[src/rtl/kgp_pkg.sv]
// ============================================================================
// Module : kgp_pkg
// Desc   : Shared KGP_RISC fetch-path constants and next-PC state encoding.
// Rev    : 1.0  initial release
// ============================================================================
`default_nettype none

package kgp_pkg;

   localparam int         PC_W      = 8;
   localparam logic [7:0] RESET_VEC = 8'h00;

   typedef enum logic [1:0] {
      RUN  = 2'd0,
      PEND = 2'd1,
      HALT = 2'd2
   } npc_state_t;

endpackage : kgp_pkg

`default_nettype wire

[src/rtl/sat_counter.sv]
// ============================================================================
// Module : sat_counter
// Desc   : Saturating up-counter, asynchronous active-low clear.
// Rev    : 1.0  initial release
// ============================================================================
`default_nettype none

module sat_counter #(
   parameter int CNT_W = 16
) (
   input  logic             clk,
   input  logic             rst_n,
   input  logic             inc,
   output logic [CNT_W-1:0] cnt
);

   logic [CNT_W-1:0] r_cnt;

   always_ff @(posedge clk or negedge rst_n) begin
      if (!rst_n) begin
         r_cnt <= '0;
      end else if (inc && (r_cnt != {CNT_W{1'b1}})) begin
         r_cnt <= r_cnt + {{(CNT_W-1){1'b0}}, 1'b1};
      end
   end

   assign cnt = r_cnt;

endmodule : sat_counter

`default_nettype wire

[src/rtl/next_pc_unit.sv]
// ============================================================================
// Module : next_pc_unit
// Desc   : Next-PC generation: increment, branch redirect, stall with pending
//          redirect buffer, terminal halt. Optional perf counters: NPC_PERF_EN.
// Rev    : 1.0  initial release
// ============================================================================
`default_nettype none

module next_pc_unit
   import kgp_pkg::*;
#(
   parameter int              PC_W      = kgp_pkg::PC_W,
   parameter logic [PC_W-1:0] RESET_VEC = kgp_pkg::RESET_VEC,
   parameter int              CNT_W     = 16
) (
   input  logic             clk,
   input  logic             rst_n,
   input  logic [PC_W-1:0]  pc_cur,
   input  logic             stall,
   input  logic             br_valid,
   input  logic             br_taken,
   input  logic [PC_W-1:0]  br_target,
   input  logic             halt,
   output logic [PC_W-1:0]  pc_next,
   output logic             flush,
   output logic             halted,
   output logic [CNT_W-1:0] redirect_cnt,
   output logic [CNT_W-1:0] stall_cnt
);

   npc_state_t      r_state;
   logic [PC_W-1:0] r_pend_tgt;

   npc_state_t      w_state_nxt;
   logic [PC_W-1:0] w_pc_next;
   logic            w_flush;
   logic            w_capture;
   logic            w_redir;
   logic [PC_W-1:0] w_pc_inc;

   assign w_redir  = br_valid & br_taken;
   assign w_pc_inc = pc_cur + {{(PC_W-1){1'b0}}, 1'b1};

   always_comb begin
      w_state_nxt = r_state;
      w_pc_next   = pc_cur;
      w_flush     = 1'b0;
      w_capture   = 1'b0;
      case (r_state)
         RUN: begin
            if (w_redir && !stall) begin
               w_pc_next = br_target;
               w_flush   = 1'b1;
            end else if (w_redir) begin
               w_capture   = 1'b1;
               w_state_nxt = PEND;
            end else if (stall) begin
               w_pc_next = pc_cur;
            end else if (halt) begin
               w_state_nxt = HALT;
            end else begin
               w_pc_next = w_pc_inc;
            end
         end
         // Younger redirects seen while pending are wrong-path and dropped.
         PEND: begin
            if (!stall) begin
               w_pc_next   = r_pend_tgt;
               w_flush     = 1'b1;
               w_state_nxt = RUN;
            end
         end
         HALT: begin
            w_pc_next = pc_cur;
         end
         default: begin
            w_state_nxt = RUN;
         end
      endcase
   end

   always_ff @(posedge clk or negedge rst_n) begin
      if (!rst_n) begin
         r_state    <= RUN;
         r_pend_tgt <= '0;
      end else begin
         r_state <= w_state_nxt;
         if (w_capture) begin
            r_pend_tgt <= br_target;
         end
      end
   end

   // The PC register has no reset of its own, so reset is forced through here.
   assign pc_next = rst_n ? w_pc_next : RESET_VEC;
   assign flush   = rst_n & w_flush;
   assign halted  = rst_n & (r_state == HALT);

`ifdef NPC_PERF_EN
   logic w_stall_inc;

   assign w_stall_inc = stall & (r_state != HALT);

   sat_counter #(.CNT_W(CNT_W)) u_redirect_cnt (
      .clk   (clk),
      .rst_n (rst_n),
      .inc   (flush),
      .cnt   (redirect_cnt)
   );

   sat_counter #(.CNT_W(CNT_W)) u_stall_cnt (
      .clk   (clk),
      .rst_n (rst_n),
      .inc   (w_stall_inc),
      .cnt   (stall_cnt)
   );
`else
   assign redirect_cnt = '0;
   assign stall_cnt    = '0;
`endif

endmodule : next_pc_unit

`default_nettype wire

[config.mk]
export PLATFORM = sky130hd
export DESIGN_NAME = next_pc_unit
export DESIGN_NICKNAME = d
export VERILOG_FILES = /design/src/rtl/kgp_pkg.sv /design/src/rtl/sat_counter.sv /design/src/rtl/next_pc_unit.sv
export SDC_FILE = /design/constraint.sdc
export NUM_CORES = 1
export LEC_CHECK = 0
export CELL_PAD_IN_SITES_DETAIL_PLACEMENT = 0
export CELL_PAD_IN_SITES_GLOBAL_PLACEMENT = 2
export CORE_MARGIN = 2
export CORE_UTILIZATION = 19
export CTS_BUF_LIST = sky130_fd_sc_hd__clkbuf_8
export CTS_CLUSTER_DIAMETER = 150
export CTS_CLUSTER_SIZE = 14
export DETAILED_ROUTE_END_ITERATION = 16
export PLACE_DENSITY_LB_ADDON = 0.1
export SLEW_MARGIN = 20
export SYNTH_ARGS = -nofsm -noshare
export SYNTH_HDL_FRONTEND = slang
export SYNTH_SLANG_ARGS = --single-unit
[constraint.sdc]
create_clock -name clk -period 1.35 [get_ports clk]
set_input_delay 0.135 -clock clk [delete_from_list [all_inputs] [get_ports clk]]
set_output_delay 0.135 -clock clk [all_outputs]
set_load 0.005 [all_outputs]
==> impl_metrics.env <==
export IMPL_worstPathCellList="buf_6 > buf_6 > clkinv_8 > buf_4 > nand2_1 > o221a_2 > buf_6"
export IMPL_cts_sinks=10
export IMPL_vias=1199
export IMPL_clk_latency_ns=0.23
export IMPL_grt_overflow=0
export IMPL_vdd_drop_max_uv=379
export IMPL_synth_area_top_cells="dfrtp_1 (22%), buf_4 (21%), mux2_2 (8.9%)"
export IMPL_hold_class="in2async"
export IMPL_synth_common_cells="buf_4 (32), dfrtp_1 (10), mux2_2 (9)"
export IMPL_finClkSkew_ns=0.00295
export IMPL_synth_ff_type="dfrtp_1"
export IMPL_rows=28
export IMPL_power_density_nw_per_um2=834
export IMPL_ant_nets=0
export IMPL_worst_path_max_delay_cell="dfrtp_2"
export IMPL_ys_types=40
export IMPL_max_clock_freq_mhz=586
export IMPL_met1_usage_pct=14.4
export IMPL_drc=0
export IMPL_drt_iter0_markers=33
export IMPL_wl_per_cell_um=14.0
export IMPL_core_um2=5890
export IMPL_cts_hold_buf=0
export IMPL_synth_simple_area_share_pct=16.4
export IMPL_use_met3_pct=1.54
export IMPL_ys_ff_latch=10
export IMPL_grt_max_degree=11
export IMPL_htree_levels=1
export IMPL_finalCritPeriodShare_pct=126
export IMPL_cts_made_buffers=3
export IMPL_synth_async_sr_flop_share_pct=100
export IMPL_synth_area_um2=1140
export IMPL_setup_ws_ns=-0.357
export IMPL_cp_max_fo=8
export IMPL_final_hold_viol_count=0
export IMPL_synth_most_common_cell="buf_4"
export IMPL_synth_mux_area_share_pct=8.86
export IMPL_endpoint_kind="output port"
export IMPL_leakagePower_uw=0.000890
export IMPL_place_hpwl_um=3060
export IMPL_rr_worst_depth=6
export IMPL_synth_top_family_by_area="buffers and inverters"
export IMPL_floorplan_initialDensity_pct=19.4
export IMPL_total_power_uw=1700
export IMPL_clock_path_buffers=2
export IMPL_synth_edf_count=0
export IMPL_antenna_found_initial=0
export IMPL_port_buffers=31
export IMPL_tritoncts="done"
export IMPL_yosysWarnings=0
export IMPL_firstDrtPassIters=3
export IMPL_worstSetupStartpointType="flip-flop"
export IMPL_rr_startpoint="r_state[1]"
export IMPL_grt_use_total_pct=11.7
export IMPL_via_per_inst=4.21
export IMPL_fp_dieW_um=81.6
export IMPL_reg2reg_slack_ns=-0.07
export IMPL_synthXorXnorAreaFrac_pct=3.06
export IMPL_violations="negative setup slack"
export IMPL_wl_um=4000
export IMPL_grt_busiest_layer="met2"
export IMPL_synth_compound_area_share_pct=23.0
export IMPL_status="complete, but fails checks"
export IMPL_synth_cells=134
export IMPL_path_class="reg2out"
export IMPL_synth_adder_area_share_pct=1.09
export IMPL_rsz0062_at_grt="yes"
export IMPL_slew_viol_final=0
export IMPL_num_antenna_cells=0
export IMPL_final_util_pct=34.5
export IMPL_synthToLayoutAreaGrowth_pct=77.8
export IMPL_synth_area_per_cell_um2=8.53
export IMPL_setup_viol=18
export IMPL_io_pins=64
export IMPL_finalNetCount=234
export IMPL_cp_data_required_time_ns=1.22
export IMPL_grt_pass1_wl_um=5980
export IMPL_path_buf_inv=5
export IMPL_path_common_cell="buf_6"
export IMPL_drive_above_1_share_pct=55.7
export IMPL_maxCapViolations=0
export IMPL_r2r_end="r_pend_tgt[0]"
export IMPL_cp_slowest_stage_delay_ns=0.48
export IMPL_dieArea_um2=6660
export IMPL_gr_usage_met2_pct=21.1
export IMPL_grt_pass1_vias=1204
export IMPL_place_congestion=0.790
export IMPL_critPathTopFamily="buffers and inverters"
export IMPL_ctsRootBufferMaster="clkbuf_8"
export IMPL_die_h_um=81.6
export IMPL_ys_seq_area_share_pct=21.9
export IMPL_synth_top_area_share_pct=21.9
export IMPL_arrival_ns=1.57
export IMPL_synth_area_leader_cell="dfrtp_1"
export IMPL_period_minus_slack_ns=1.71
export IMPL_clk_pin_slew_worst_paths_ns=0.05
==> kinds of logic (layout without fill, tap and decap cells) <==
logic type | Yosys count | count (layout)
buffers and inverters | 42 | 87
adder cells (fa/ha/maj) | 1 | 1
XOR/XNOR | 4 | 4
flip-flops | 10 | 10
other | 1 | 32
multiplexers | 9 | 9
AND/OR/NAND/NOR | 32 | 32
AO/OA/AOI/OAI | 35 | 35
==> placed cells by master (no fill, tap or decap), types with 4 or more instances in the layout <==
| cell type | Yosys | layout |
|---|---|---|
| buf_4 | 32 | 38 |
| conb_1 | 1 | 32 |
| buf_2 | 4 | 10 |
| mux2_2 | 9 | 9 |
| clkdlybuf4s50_1 | 0 | 9 |
| buf_6 | 1 | 9 |
| dlygate4sd2_1 | 0 | 8 |
| dfrtp_1 | 10 | 8 |
| o22ai_2 | 0 | 5 |
| o21a_1 | 4 | 4 |
| nand2_1 | 6 | 4 |
| o221ai_2 | 0 | 4 |
| nor2_1 | 5 | 4 |
| clkbuf_8 | 0 | 4 |
==> tightest hold or removal path: cells and delay by family <==
kind | cells | cell delay, ns
buffers and inverters | 3 | 0.78
==> what timing repair did <==
action / CTS / global route
gates resized for setup: 106 / 12
endpoints found under the setup margin: 18 / 18
pin swaps: 28 / 10
setup buffers: 13 / 3
==> how the worst max path moves through the flow <==
stage,start,end,slack [ns],depth (start not counted)
2_1_floorplan,r_state[1],pc_next[6],0.01,4
3_3_place_gp,pc_cur[0],pc_next[4],-1.0,8
3_5_place_dp,pc_cur[0],pc_next[2],-1.02,8
4_1_cts,r_pend_tgt[6],pc_next[6],-0.33,5
5_1_grt,r_state[1],pc_next[6],-0.41,5
6_report,r_state[1],pc_next[6],-0.36,7
==> per-layer routing <==
layer | vias to the layer above | share of wire (%)
met2 | 33 | 52
met5 | - | 0
met4 | 0 | 0.53
met3 | 2 | 4.6
li1 | 579 | -
met1 | 585 | 42
==> stage by stage <==
stage | instance area, um^2 | hold WS [ns] | TNS (ns) | instances | setup slack [ns]
finish | 2030 | 0.334 | -3.49 | 285 | -0.357
global route | 2030 | 0.360 | -4.41 | 285 | -0.411
CTS | 1960 | 0.262 | -2.63 | 283 | -0.332
detailed placement | 1650 | 0.499 | -11.06 | 266 | -1.02
global placement | 1650 | 0.498 | -11.08 | 266 | -0.998
floorplan | 1260 | -0.161 | 0 | 165 | 0.0134
==> cell type report <==
cell class | count | area, um^2
fill | 643 | 3850
multi-input combinational | 113 | 923
timing repair buffer | 80 | 684
sequential | 10 | 253
tap | 75 | 93.8
clock buffer | 4 | 55.1
inverter | 3 | 23.8
==> where the power goes <==
part           internal [uW]  leakage, uW  switching, uW
sequential               391     0.000117           87.1
clock                    256    0.0000288            114
combinational            479     0.000744            370
==> state kept, by name (all words and copies together), names as in the netlist <==
register    count
r_pend_tgt      8
r_state         2
No activity file was read; power rests on OpenSTA's default activity.
